### config.mk
export PLATFORM = sky130hd
export DESIGN_NAME = multi_cycle_control_unit_flat
export DESIGN_NICKNAME = d
export VERILOG_FILES = /design/src/rtl/multi_cycle_control_unit_if.sv /design/src/rtl/multi_cycle_control_unit.sv /design/src/flat_wrapper.sv
export SDC_FILE = /design/constraint.sdc
export NUM_CORES = 1
export LEC_CHECK = 0
export ABC_AREA = 1
export CAP_MARGIN = 10
export CORE_UTILIZATION = 25
export DETAILED_ROUTE_END_ITERATION = 10
export PLACE_DENSITY_LB_ADDON = 0.2
export SKIP_LAST_GASP = 1
export SYNTH_ARGS = -nofsm -noshare
export SYNTH_HDL_FRONTEND = slang
export SYNTH_SLANG_ARGS = --single-unit
### constraint.sdc
create_clock -name clk -period 3.76 [get_ports clk]
set_input_delay 0.752 -clock clk [delete_from_list [all_inputs] [get_ports clk]]
set_output_delay 0.752 -clock clk [all_outputs]
set_load 0.02 [all_outputs]
### src/rtl/multi_cycle_control_unit_if.sv
// multi_cycle_control_unit_if: control-unit <-> datapath/memory signal bundle.
// master = control unit (drives selects/enables), slave = datapath + memory.
interface multi_cycle_control_unit_if;

  // Datapath status into the control unit
  logic [6:0] opcode;
  logic       bcond;
  logic       mem_ready;

  // Memory handshake
  logic       mem_req;
  logic       mem_write;
  logic       i_or_d;

  // Datapath selects and enables
  logic       ir_write;
  logic       reg_write;
  logic [1:0] mem_to_reg;
  logic       alu_src_a;
  logic [1:0] alu_src_b;
  logic [1:0] alu_op;
  logic       pc_write;
  logic [1:0] pc_source;

  modport master (
    input  opcode, bcond, mem_ready,
    output mem_req, mem_write, i_or_d, ir_write, reg_write, mem_to_reg,
           alu_src_a, alu_src_b, alu_op, pc_write, pc_source
  );

  modport slave (
    output opcode, bcond, mem_ready,
    input  mem_req, mem_write, i_or_d, ir_write, reg_write, mem_to_reg,
           alu_src_a, alu_src_b, alu_op, pc_write, pc_source
  );

endinterface

### src/rtl/multi_cycle_control_unit.sv
// multi_cycle_control_unit: Moore FSM sequencing an RV32I multi-cycle datapath
// over a shared instruction/data memory, plus a retired-instruction counter.
// Optional feature macro: ECALL_HALT_EN (ECALL parks the core in HALT);
// when undefined ECALL retires as a NOP and is_halted is tied low.
module multi_cycle_control_unit #(
  parameter int unsigned CNT_W = 32
) (
  input  logic                      clk,
  input  logic                      reset,
  multi_cycle_control_unit_if.master bus,
  output logic                      illegal_inst,
  output logic                      is_halted,
  output logic [CNT_W-1:0]          instret,
  output logic [2:0]                state
);

  typedef enum logic [2:0] {
    S_IF   = 3'd0,
    S_ID   = 3'd1,
    S_EX   = 3'd2,
    S_MEM  = 3'd3,
    S_WB   = 3'd4,
    S_HALT = 3'd5
  } state_t;

  // RV32I major opcodes
  localparam logic [6:0] OP_R      = 7'b0110011;
  localparam logic [6:0] OP_I      = 7'b0010011;
  localparam logic [6:0] OP_LOAD   = 7'b0000011;
  localparam logic [6:0] OP_STORE  = 7'b0100011;
  localparam logic [6:0] OP_BRANCH = 7'b1100011;
  localparam logic [6:0] OP_JAL    = 7'b1101111;
  localparam logic [6:0] OP_JALR   = 7'b1100111;
  localparam logic [6:0] OP_ECALL  = 7'b1110011;

  // ALU operation encodings
  localparam logic [1:0] ALU_ADD = 2'd0;
  localparam logic [1:0] ALU_BR  = 2'd1;
  localparam logic [1:0] ALU_R   = 2'd2;
  localparam logic [1:0] ALU_I   = 2'd3;

  // ALU B operand select
  localparam logic [1:0] SRCB_RS2 = 2'd0;
  localparam logic [1:0] SRCB_IMM = 2'd2;

  // Register-file write-data select
  localparam logic [1:0] M2R_ALU = 2'd0;
  localparam logic [1:0] M2R_MDR = 2'd1;
  localparam logic [1:0] M2R_PC4 = 2'd2;

  // Next-PC select
  localparam logic [1:0] PCSRC_SEQ  = 2'd0;
  localparam logic [1:0] PCSRC_ALU  = 2'd1;
  localparam logic [1:0] PCSRC_JALR = 2'd2;

  state_t            state_q;
  state_t            state_d;
  logic [CNT_W-1:0]  instret_q;

  // Opcode class decode; IR is stable from ID through the end of the instruction
  logic is_r;
  logic is_i;
  logic is_load;
  logic is_store;
  logic is_branch;
  logic is_jal;
  logic is_jalr;
  logic is_ecall;
  logic is_legal;

  assign is_r      = (bus.opcode == OP_R);
  assign is_i      = (bus.opcode == OP_I);
  assign is_load   = (bus.opcode == OP_LOAD);
  assign is_store  = (bus.opcode == OP_STORE);
  assign is_branch = (bus.opcode == OP_BRANCH);
  assign is_jal    = (bus.opcode == OP_JAL);
  assign is_jalr   = (bus.opcode == OP_JALR);
  assign is_ecall  = (bus.opcode == OP_ECALL);
  assign is_legal  = is_r | is_i | is_load | is_store | is_branch | is_jal | is_jalr;

  // Ungated decode of the current state; gated by reset at the ports
  logic       mem_req_c;
  logic       mem_write_c;
  logic       i_or_d_c;
  logic       ir_write_c;
  logic       reg_write_c;
  logic [1:0] mem_to_reg_c;
  logic       alu_src_a_c;
  logic [1:0] alu_src_b_c;
  logic [1:0] alu_op_c;
  logic       pc_write_c;
  logic [1:0] pc_source_c;
  logic       illegal_c;
  logic       retire_c;

  // State register
  always_ff @(posedge clk or negedge reset) begin
    if (!reset) begin
      state_q <= S_IF;
    end else begin
      state_q <= state_d;
    end
  end

  // Next-state logic
  always_comb begin
    state_d = state_q;
    case (state_q)
      S_IF: begin
        if (bus.mem_ready) begin
          state_d = S_ID;
        end
      end
      S_ID: begin
        if (is_ecall) begin
`ifdef ECALL_HALT_EN
          state_d = S_HALT;
`else
          state_d = S_IF;
`endif
        end else if (is_legal) begin
          state_d = S_EX;
        end else begin
          state_d = S_IF;
        end
      end
      S_EX: begin
        if (is_load || is_store) begin
          state_d = S_MEM;
        end else if (is_r || is_i || is_jal || is_jalr) begin
          state_d = S_WB;
        end else begin
          state_d = S_IF;
        end
      end
      S_MEM: begin
        if (bus.mem_ready) begin
          state_d = is_load ? S_WB : S_IF;
        end
      end
      S_WB:    state_d = S_IF;
      S_HALT:  state_d = S_HALT;
      default: state_d = S_IF;
    endcase
  end

  // Output decode per state (Moore, except ir_write/store retire on mem_ready and pc_source on bcond)
  always_comb begin
    mem_req_c    = 1'b0;
    mem_write_c  = 1'b0;
    i_or_d_c     = 1'b0;
    ir_write_c   = 1'b0;
    reg_write_c  = 1'b0;
    mem_to_reg_c = M2R_ALU;
    alu_src_a_c  = 1'b0;
    alu_src_b_c  = SRCB_RS2;
    alu_op_c     = ALU_ADD;
    pc_write_c   = 1'b0;
    pc_source_c  = PCSRC_SEQ;
    illegal_c    = 1'b0;
    retire_c     = 1'b0;
    case (state_q)
      S_IF: begin
        mem_req_c  = 1'b1;
        i_or_d_c   = 1'b0;
        ir_write_c = bus.mem_ready;
      end
      S_ID: begin
        // ALUOut <= PC + imm: speculative branch/JAL target
        alu_src_a_c = 1'b0;
        alu_src_b_c = SRCB_IMM;
        alu_op_c    = ALU_ADD;
        if (is_ecall) begin
          retire_c = 1'b1;
`ifndef ECALL_HALT_EN
          pc_write_c  = 1'b1;
          pc_source_c = PCSRC_SEQ;
`endif
        end else if (!is_legal) begin
          illegal_c   = 1'b1;
          pc_write_c  = 1'b1;
          pc_source_c = PCSRC_SEQ;
          retire_c    = 1'b1;
        end
      end
      S_EX: begin
        if (is_r) begin
          alu_src_a_c = 1'b1;
          alu_src_b_c = SRCB_RS2;
          alu_op_c    = ALU_R;
        end else if (is_i) begin
          alu_src_a_c = 1'b1;
          alu_src_b_c = SRCB_IMM;
          alu_op_c    = ALU_I;
        end else if (is_load || is_store) begin
          alu_src_a_c = 1'b1;
          alu_src_b_c = SRCB_IMM;
          alu_op_c    = ALU_ADD;
        end else if (is_branch) begin
          // Compare uses the ALU; the taken target already sits in ALUOut
          alu_src_a_c = 1'b1;
          alu_src_b_c = SRCB_RS2;
          alu_op_c    = ALU_BR;
          pc_write_c  = 1'b1;
          pc_source_c = bus.bcond ? PCSRC_ALU : PCSRC_SEQ;
          retire_c    = 1'b1;
        end else if (is_jalr) begin
          alu_src_a_c = 1'b1;
          alu_src_b_c = SRCB_IMM;
          alu_op_c    = ALU_ADD;
        end
        // JAL leaves ALUOut holding the ID-computed target
      end
      S_MEM: begin
        mem_req_c   = 1'b1;
        i_or_d_c    = 1'b1;
        mem_write_c = is_store;
        if (bus.mem_ready && is_store) begin
          pc_write_c  = 1'b1;
          pc_source_c = PCSRC_SEQ;
          retire_c    = 1'b1;
        end
      end
      S_WB: begin
        reg_write_c = 1'b1;
        pc_write_c  = 1'b1;
        retire_c    = 1'b1;
        if (is_load) begin
          mem_to_reg_c = M2R_MDR;
        end else if (is_jal || is_jalr) begin
          mem_to_reg_c = M2R_PC4;
        end
        if (is_jal) begin
          pc_source_c = PCSRC_ALU;
        end else if (is_jalr) begin
          pc_source_c = PCSRC_JALR;
        end
      end
      default: begin
        // HALT and unused encodings: every enable stays low
      end
    endcase
  end

  // Retired-instruction counter, wraps modulo 2^CNT_W
  always_ff @(posedge clk or negedge reset) begin
    if (!reset) begin
      instret_q <= '0;
    end else if (retire_c) begin
      instret_q <= instret_q + CNT_W'(1);
    end
  end

  // Port drive: everything forced low while reset is asserted, even mid-access
  assign bus.mem_req    = reset & mem_req_c;
  assign bus.mem_write  = reset & mem_write_c;
  assign bus.i_or_d     = reset & i_or_d_c;
  assign bus.ir_write   = reset & ir_write_c;
  assign bus.reg_write  = reset & reg_write_c;
  assign bus.mem_to_reg = reset ? mem_to_reg_c : 2'd0;
  assign bus.alu_src_a  = reset & alu_src_a_c;
  assign bus.alu_src_b  = reset ? alu_src_b_c : 2'd0;
  assign bus.alu_op     = reset ? alu_op_c : 2'd0;
  assign bus.pc_write   = reset & pc_write_c;
  assign bus.pc_source  = reset ? pc_source_c : 2'd0;
  assign illegal_inst   = reset & illegal_c;
  assign instret        = instret_q;
  assign state          = 3'(state_q);

`ifdef ECALL_HALT_EN
  assign is_halted = reset & (state_q == S_HALT);
`else
  assign is_halted = 1'b0;
`endif

endmodule

### src/flat_wrapper.sv
// flat-port wrapper written by rule: the top's interface ports become plain ports
module multi_cycle_control_unit_flat 
#(
  parameter int unsigned CNT_W = 32
)
  (clk, reset, illegal_inst, is_halted, instret, state, bus_opcode, bus_bcond, bus_mem_ready, bus_mem_req, bus_mem_write, bus_i_or_d, bus_ir_write, bus_reg_write, bus_mem_to_reg, bus_alu_src_a, bus_alu_src_b, bus_alu_op, bus_pc_write, bus_pc_source);
  multi_cycle_control_unit_if bus_i ();
  input  logic clk;
  input  logic reset;
  output logic illegal_inst;
  output logic is_halted;
  output logic [CNT_W-1:0] instret;
  output logic [2:0] state;
  input wire logic [$bits(bus_i.opcode)-1:0] bus_opcode;
  input wire logic [$bits(bus_i.bcond)-1:0] bus_bcond;
  input wire logic [$bits(bus_i.mem_ready)-1:0] bus_mem_ready;
  output wire logic [$bits(bus_i.mem_req)-1:0] bus_mem_req;
  output wire logic [$bits(bus_i.mem_write)-1:0] bus_mem_write;
  output wire logic [$bits(bus_i.i_or_d)-1:0] bus_i_or_d;
  output wire logic [$bits(bus_i.ir_write)-1:0] bus_ir_write;
  output wire logic [$bits(bus_i.reg_write)-1:0] bus_reg_write;
  output wire logic [$bits(bus_i.mem_to_reg)-1:0] bus_mem_to_reg;
  output wire logic [$bits(bus_i.alu_src_a)-1:0] bus_alu_src_a;
  output wire logic [$bits(bus_i.alu_src_b)-1:0] bus_alu_src_b;
  output wire logic [$bits(bus_i.alu_op)-1:0] bus_alu_op;
  output wire logic [$bits(bus_i.pc_write)-1:0] bus_pc_write;
  output wire logic [$bits(bus_i.pc_source)-1:0] bus_pc_source;
  assign bus_i.opcode = bus_opcode;
  assign bus_i.bcond = bus_bcond;
  assign bus_i.mem_ready = bus_mem_ready;
  assign bus_mem_req = bus_i.mem_req;
  assign bus_mem_write = bus_i.mem_write;
  assign bus_i_or_d = bus_i.i_or_d;
  assign bus_ir_write = bus_i.ir_write;
  assign bus_reg_write = bus_i.reg_write;
  assign bus_mem_to_reg = bus_i.mem_to_reg;
  assign bus_alu_src_a = bus_i.alu_src_a;
  assign bus_alu_src_b = bus_i.alu_src_b;
  assign bus_alu_op = bus_i.alu_op;
  assign bus_pc_write = bus_i.pc_write;
  assign bus_pc_source = bus_i.pc_source;
  multi_cycle_control_unit #(.CNT_W(CNT_W)) u_core (.clk(clk), .reset(reset), .bus(bus_i), .illegal_inst(illegal_inst), .is_halted(is_halted), .instret(instret), .state(state));
endmodule
# ---- Word level (Yosys, flattened, before mapping)
# Cells that the tools add are included.
dict set report totals {
  ff_bits 35
  romBits 0
  out_inout_bits 52
  ramBits 0
  word_cells 95
  memories 0
  latch_bits 0
  input_bits 11
}
dict set report classes {
  bitwise 14
  n_lt_le_gt_ge 0
  reduce_logical 9
  div_mod_pow 0
  muxes 54
  n_shift 0
  eq_ne 15
  multipliers 0
  add_sub_neg 1
}
# operator n
set op_table {}
lappend op_table {{2-bit two-way mux} 22}
lappend op_table {{32-bit by 1-bit adder with 32-bit output, second input constant} 1}
lappend op_table {{7-bit == test, second input constant} 4}
lappend op_table {{1-bit two-way mux} 22}
lappend op_table {{3-bit two-way mux} 6}
lappend op_table {{3-bit case mux with 5 select lines} 1}
lappend op_table {{7-bit by 6-bit == test with 1-bit output, second input constant} 2}
lappend op_table {{1-bit AND} 8}
lappend op_table {{2-bit case mux with 2 select lines} 2}
lappend op_table {{7-bit by 2-bit == test with 1-bit output, second input constant} 1}
lappend op_table {{7-bit by 5-bit == test with 1-bit output, second input constant} 1}
lappend op_table {{3-bit by 2-bit == test with 1-bit output, second input constant} 2}
lappend op_table {{3-bit == test, second input constant} 2}
lappend op_table {{1-bit bitwise OR} 6}
lappend op_table {{1-bit logical OR} 5}
lappend op_table {{2-bit inequality test, second input constant} 2}
lappend op_table {{1-bit case mux with 4 select lines} 1}
lappend op_table {{3-bit by 1-bit == test with 1-bit output, second input constant} 1}
lappend op_table {{3-bit zero test} 1}
lappend op_table {{2-bit AND reduction} 1}
lappend op_table {{2-bit OR reduction} 1}
lappend op_table {{1-bit logical AND} 1}

# ---- Depth between registers and ports, before layout
# Gate-level depths: netlist of the first run.
dict set report depth {
  ltp_word 11
  mapped_depth 11
  depth_no_buf 10
}

# ---- Least setup slack after synthesis of the first run
# OpenSTA, ideal clock, no wires.
dict set report synth_timing {
  path_kind {input to output}
  from {input bus_opcode[1]}
  to {output bus_pc_write}
  setup_slack_ps 1109
  path_buffers 1
  cell_stages 8
  arrival_time_ps 1899
  path_cell_list {nand2_1 inv_1 nand2_2 inv_2 o211ai_1 nand3_4 buf_2 a21oi_1}
}
dict set report synth_via {
  elab_chain_len 11
}
# item line
set synth_lines {}
lappend synth_lines {{start, declared} flat_wrapper.sv:14} ;# input wire logic [$bits(bus_i.opcode)-1:0] bus_opcode;
lappend synth_lines {{7-bit by 6-bit == test with 1-bit output / 7-bit by 5-bit == test with 1-bit output (equally long branches)} {multi_cycle_control_unit.sv:71, multi_cycle_control_unit.sv:72}}
lappend synth_lines {{1-bit bitwise OR (6 in a row)} multi_cycle_control_unit.sv:79} ;# assign is_legal = is_r | is_i | is_load | is_store | is_branch | is_jal | is_jalr;
lappend synth_lines {{1-bit two-way mux} multi_cycle_control_unit.sv:179} ;# end else if (!is_legal) begin
lappend synth_lines {{1-bit two-way mux} multi_cycle_control_unit.sv:173} ;# if (is_ecall) begin
lappend synth_lines {{1-bit case mux with 4 select lines (*)} multi_cycle_control_unit.sv:162} ;# case (state_q)
lappend synth_lines {{1-bit AND (*)} multi_cycle_control_unit.sv:264} ;# assign bus.pc_write = reset & pc_write_c;
lappend synth_lines {{end, declared} flat_wrapper.sv:26} ;# output wire logic [$bits(bus_i.pc_write)-1:0] bus_pc_write;
# Mark *: on every way between the ends. The rest lies on a longest branch, timed or not.

# ---- Worst setup path in the final report of the first run
dict set report layout_timing {
  from {input bus_opcode[4]}
  to {output illegal_inst}
}
dict set report layout_via {
  elab_chain_len 11
}
# item line
set layout_lines {}
lappend layout_lines {{7-bit by 6-bit == test with 1-bit output / 7-bit by 5-bit == test with 1-bit output (equally long branches)} {multi_cycle_control_unit.sv:71, multi_cycle_control_unit.sv:72}}
lappend layout_lines {{1-bit bitwise OR (6 in a row)} multi_cycle_control_unit.sv:79}
lappend layout_lines {{1-bit two-way mux} multi_cycle_control_unit.sv:179}
lappend layout_lines {{1-bit two-way mux (*)} multi_cycle_control_unit.sv:173}
lappend layout_lines {{1-bit two-way mux (*)} multi_cycle_control_unit.sv:162}
lappend layout_lines {{1-bit AND (*)} multi_cycle_control_unit.sv:266} ;# assign illegal_inst = reset & illegal_c;
lappend layout_lines {{end, declared} flat_wrapper.sv:10} ;# output logic illegal_inst;
# Marked as above.

==> results.md, run 1 <==
* Status: finished, final reports clean
* Crit-path slowest cell: clkdlybuf4s50_1
* CP Capture Type: output port
* Synthesized cell area at approximately 2700 um2
* Distinct cells, synth at 32
* CP Max Fanout at 5
* CTS Hold Bufs at 0
* WP data required at roughly 3 ns
* Initial Util at between 20% and 30%
* Fin. Hold Viols at 0
* Slowest cell delay on critical path at about 0.66 ns
* Hold path endpoint: u_core.instret[31]$_DFFE_PN0P_
* Drt total wl at slightly above 8 mm
* Final TNS setup at 0 ns
* Worst R2R Setup Slack at 1.76 ns
* HP Start: u_core.instret[31]$_DFFE_PN0P_
* Max Cap Violations at 0
* Die W at roughly 110 um
* CP delay by family, top: buffers and inverters
* First-pass GRT wire length at 13.6 mm
* Unrepaired setup endpoints after global routing: false
* Setup WS pre-CTS at ~0.23 ns
* Cts bufs inserted at 5
* Total core area at 10400 um2
* Routed Antenna Nets at 0
* CP Cell Sequence: clkdlybuf4s50_1 -> inv_2 -> nand2_2 -> nor2_4 -> nand2_2 -> nand2_2 -> nor2_4 -> nand2_1 -> nor3_1 -> clkdlybuf4s50_1
* Io pins at 63
* Total vias in the final route at 2827
* Cells after Synth at 425
* PD cells at 380 nW/um2
* Reg2reg path depth at 10
* Critical path buffers and inverters at 3
* Multi-input logic area at 1650 um2
* Die ar. at 11300 um2
* Seq. cell area at 876 um2
* Min-delay worst type: flip-flop to flip-flop
* # setup viols final at 0
* IR drop worst, VDD at roughly 190 uV
* Syn_area_per_cell at between 6 and 7 um2
* Leakage at around 1.6 nW
* # fillers at ~1200
* Hold path depth at 2
* First-pass DRT Iterations at 4
* Fin. max-slew vios at 0
* Root Buffer: clkbuf_8
* Clock sink total at 35
* Crit path top cell by count: nand2_2
* Nets at 497
* Period minus WS final at 3.54 ns
* Setup bufs post-CTS at 0
* HPWL after DPL at 6.05 mm
* Std-Cell Rows at 37
* Crit Reg-Reg Endpoint: u_core.instret[15]$_DFFE_PN0P_
* Largest net degree at the start of global routing at 36
* CTS tree: built
* Tot GR Track Use at 15.1%
* Vias in the first global route at between 2000 and 3000
* Setup Crit Path Kind: primary input to output port
* IO buf count at 60
* Worst-Skew Late Latency at 0.29 ns
* Seq/Total Area, Yosys at around a third
* CP startpoint kind: primary input
* Clock-pin slew on the worst setup and hold paths at around 0.080 ns
* DRC viols at 0
* WL/cell at 13.1 um
* PnR worst setup slack at 0.216 ns
* Via density at 4.55
* Gr ovfl total at 0
* Clock Tree Buf Depth at 2
* Number of synthesized register bits at 35
* Initial antenna violation count at 0
* PnR Total Power at 1.35 mW
* Inserted Diodes at 0
* Syn-to-layout area delta at 31.1%
* Die H at 106 um
* Post-CTS Resized at 0
* Reg-to-reg startpoint: u_core.state[2]$_DFFE_PN0P_
* Drt initial violations at 142
* Final clock skew at a little over 0.006 ns
* H-tree depth at 2
* Layout cells sized above 1 at 7.41%
* Critical Path AT at 2.79 ns
* Peak Freq at 282 MHz
* Synth warn at 0
* Tcrit/Tclk final at between 90% and 100%
* Gpl congestion at 0.838
layer usage:
| layer | GRT usage, % | wire length (um) | vias up |
|---|---|---|---|
| met4 | 3.17 | 76 | 0 |
| met5 | 0 | 0 | - |
| met3 | 2.94 | 336 | 8 |
| li1 | - | - | 1458 |
| met2 | 25.4 | 3680 | 69 |
| met1 | 20.1 | 4040 | 1292 |
cell usage in the layout, fill, tap and decap left out, drive strengths merged, types with 4 or more instances in the layout:
| master | Yosys | routed |
|---|---|---|
| a21oi | 6 | 6 |
| xnor2 | 4 | 4 |
| nand3 | 46 | 46 |
| nor2 | 72 | 72 |
| buf | 11 | 4 |
| clkbuf | 0 | 5 |
| inv | 26 | 26 |
| dfrtp | 35 | 35 |
| xor2 | 11 | 11 |
| nand2 | 183 | 183 |
| clkdlybuf4s50 | 0 | 59 |
| nand3b | 13 | 13 |
worst reg2reg max path: stages, from the launching register on:
cell and delay [ns]:
dfrtp_1 0.48, inv_2 0.10, nand3_2 0.12, inv_1 0.07
nand3_1 0.10, nand2_2 0.07, nor2_4 0.08, buf_4 0.36
nand2_4 0.29, nand2_1 0.17, nand2_1 0.06
through the flow:
step,std cells,instance area (um2),utilization [%],hold WS [ns]
after global placement,614,3410,32.8,0.555
after detailed placement,614,3410,32.8,0.559
after CTS,622,3550,34.1,0.583
after global routing,622,3550,34.1,0.625
after floorplan,426,2710,-,0.456
final,622,3550,34.1,0.572
worst max path at each step:
| stage | startpoint | end | slack (ns) | cells past startpoint |
|---|---|---|---|---|
| finish | bus_opcode[4] | illegal_inst | 0.22 | 10 |
| CTS | bus_opcode[4] | illegal_inst | 0.24 | 10 |
| floorplan | bus_opcode[1] | bus_pc_write | 1.11 | 8 |
| global placement | bus_opcode[4] | illegal_inst | 0.26 | 10 |
| global route | bus_opcode[4] | illegal_inst | 0.14 | 10 |
| detailed placement | bus_opcode[4] | illegal_inst | 0.23 | 10 |
report_power, final:
part	internal [mW]	leakage, nW	switching [mW]
clock network	0.265	0.0644	0.156
registers	0.408	0.481	0.0542
logic	0.166	1.03	0.300
layout make-up:
class                           instances  share of cell area (%)
Sequential cell                        35                    24.7
Timing Repair Buffer                   63                    17.4
Clock inverter                          3                    1.90
Multi-Input combinational cell        354                    46.5
Inverter                               26                    2.75
Clock buffer                            5                    1.94
Tap cell                              136                    4.79
kinds of logic after synthesis:
kind of cell	after synthesis	share of synthesized area, %
AO/OA/AOI/OAI	13	2.87
XOR/XNOR	15	4.85
adder cells (fa/ha/maj)	1	0.462
buffers and inverters	37	6.79
flip-flops	35	32.3
other	1	0.138
AND/OR/NAND/NOR	323	52.5
Yosys cell counts, drive strengths merged:
| library cell | instances | share of area, % |
|---|---|---|
| nor4 | 1 | 0.23 |
| xnor2 | 4 | 1.3 |
| a31oi | 1 | 0.23 |
| nor3 | 3 | 0.55 |
| xor2 | 11 | 3.6 |
| nand2 | 183 | 26 |
| o21a | 1 | 0.28 |
| dfrtp | 35 | 32 |
| conb | 1 | 0.14 |
| ha | 1 | 0.46 |
| o21ai | 3 | 0.55 |
| nand3b | 13 | 3.6 |
| nand3 | 46 | 9.3 |
| or2 | 1 | 0.23 |
| o211ai | 1 | 0.28 |
| nand4 | 3 | 0.69 |
| inv | 26 | 3.6 |
| a21oi | 6 | 1.2 |
| and3 | 1 | 0.23 |
| nor2 | 72 | 11 |
| a22oi | 1 | 0.28 |
| buf | 11 | 3.2 |
flip-flops by register name (all words and copies together) (netlist names):
| signal | cells |
|---|---|
| u_core.instret | 32 |
| u_core.state | 3 |
Power figures use the tool's default switching activity.
==> run 2, diff against run 1 <==
PLACE_DENSITY_LB_ADDON = 0.08   (was 0.2)
==> run 2 against run 1 <==
Final area down 0.67%. Sequential power about the same. Worst setup slack gained 0.019 ns. Global-route usage grew 0.89 points. Wire length is 3.7% higher. Combinational power is essentially flat. First-iteration DRC count up 34%. Largest power group unchanged. Worst hold slack barely moved. Clock skew increased by 0.0039 ns. Clock power down 15%. Count of clock-buffer cells in the layout did not move. Highest routed layer unchanged. Critical endpoint unchanged. Flip-flop and latch count did not move.
==> results.md, run 2 (same netlist as run 1, synthesis figures left out) <==
* PD cells at between 300 and 400 nW/um2
* Final clock skew at 0.0102 ns
* Max Cap Violations at 0
* Fin. max-slew vios at 0
* CP Max Fanout at 5
* Nets at 497
* Vias in the first global route at roughly 2800
* Cell Count, Final, Fillers Out at 622
* WHS at 0.573 ns
* H-tree depth at 2
* Io pins at 63
* Clock Tree Buf Depth at 2
* Gpl congestion at slightly above 0.8
* Crit Reg-Reg Endpoint: u_core.instret[25]$_DFFE_PN0P_
* Worst R2R Setup Slack at 1.79 ns
* # fillers at ~1100
* Initial Util at 26.0%
* Reg2reg path depth at 10
* CTS tree: built
* Final TNS setup at 0 ns
* Crit-path slowest cell: clkdlybuf4s50_1
* Setup bufs post-CTS at 0
* Max FFs per register at 32
* Tot GR Track Use at 16.0%
* Period minus WS final at 3.52 ns
* Die ar. at 11300 um2
* CP Cell Sequence: clkdlybuf4s50_1 -> inv_2 -> nand2_2 -> nor2_4 -> nand2_2 -> nand2_2 -> nor2_4 -> nand2_1 -> nor3_1 -> clkdlybuf4s50_1
* CP delay by family, top: buffers and inverters
* Syn-to-layout area delta at 30.2%
* HPWL after DPL at roughly 6.3 mm
* Leakage at 1.57 nW
* Clock sink total at 35
* Via density at 4.49
* Commonest non-fill, non-tap cell in the layout: nand2_1
* First-pass DRT Iterations at 4
* Area after DPL at 3410 um2
* Unrepaired setup endpoints after global routing: false
* Peak Freq at 284 MHz
* Largest net degree at the start of global routing at 36
* Slowest cell delay on critical path at around 0.65 ns
* Most frequent cells in the layout: nand2_1, nor2_1, clkdlybuf4s50_1
* Die H at 106 um
* IR drop worst, VDD at 173 uV
* CTS Hold Bufs at 0
* Total vias in the final route at approximately 2800
* Drt total wl at between 8 and 9 mm
* Fin. Hold Viols at 0
* Die W at 106 um
* Clock-pin slew on the worst setup and hold paths at 0.08 ns
* Post-layout instance area at roughly 3500 um2
* Crit path top cell by count: nand2_2
* Worst-Skew Late Latency at approximately 0.3 ns
* Setup Crit Path Kind: primary input to output port
* Placed Cells at between 600 and 700
* Critical path buffers and inverters at 3
* DRC viols at 0
* Std-Cell Rows at 37
* Inserted Diodes at 0
* Tcrit/Tclk final at between 90% and 100%
* Drt initial violations at 190
* CP Capture Type: output port
* Gr ovfl total at 0
* Status: finished, final reports clean
* WL/cell at 13.6 um
* Root Buffer: clkbuf_8
* Min-delay worst type: primary input to async pin
* WP data required at between 3 and 4 ns
* Layout cells sized above 1 at approximately 7.4%
* # setup viols final at 0
* IO buf count at 60
* Critical Path AT at 2.77 ns
* Total core area at 10400 um2
* Initial antenna violation count at 0
* Reg-to-reg startpoint: u_core.state[2]$_DFFE_PN0P_
* Cts bufs inserted at 5
* Post-CTS Resized at 0
* Routed Antenna Nets at 0
* First-pass GRT wire length at roughly 14 mm
* CP startpoint kind: primary input
## run 2: final cells by class
type	instances	area, um2	share of cell area [%]
tap	136	170	4.83
timing repair buffer	63	618	17.5
inverter	26	97.6	2.77
clock inverter	3	43.8	1.24
clock buffer	5	68.8	1.95
sequential	35	876	24.8
multi-input combinational	354	1650	46.8
## run 2: power by group
| part | leakage, nW | switching (mW) | internal, mW |
|---|---|---|---|
| clock | 0.0581 | 0.158 | 0.198 |
| sequential | 0.481 | 0.0532 | 0.408 |
| combinational | 1.03 | 0.302 | 0.166 |
## run 2: stage by stage
stage	setup slack [ns]	power (mW)	utilization, %
detailed placement	0.259	0.946	32.8
global placement	0.259	0.951	32.8
floorplan	1.11	0.791	-
global route	0.0992	1.37	33.8
finish	0.236	1.28	33.8
CTS	0.259	1.31	33.8
## run 2: worst max path at each step
stage	startpoint	end	slack, ns	cells after the start
after floorplan	bus_opcode[1]	bus_pc_write	1.11	8
after global placement	bus_opcode[3]	illegal_inst	0.26	8
after detailed placement	bus_opcode[4]	illegal_inst	0.26	10
after CTS	bus_opcode[4]	illegal_inst	0.26	10
after global routing	bus_opcode[4]	illegal_inst	0.1	10
final	bus_opcode[4]	illegal_inst	0.24	10
## run 2: per-layer routing
metal | share of wire [%] | vias up | track usage (%)
li1 | - | 1458 | -
met1 | 50 | 1260 | 22.0
met2 | 45 | 69 | 25.9
met3 | 4.0 | 7 | 2.58
met4 | 1.0 | 0 | 4.46
met5 | 0 | - | 0
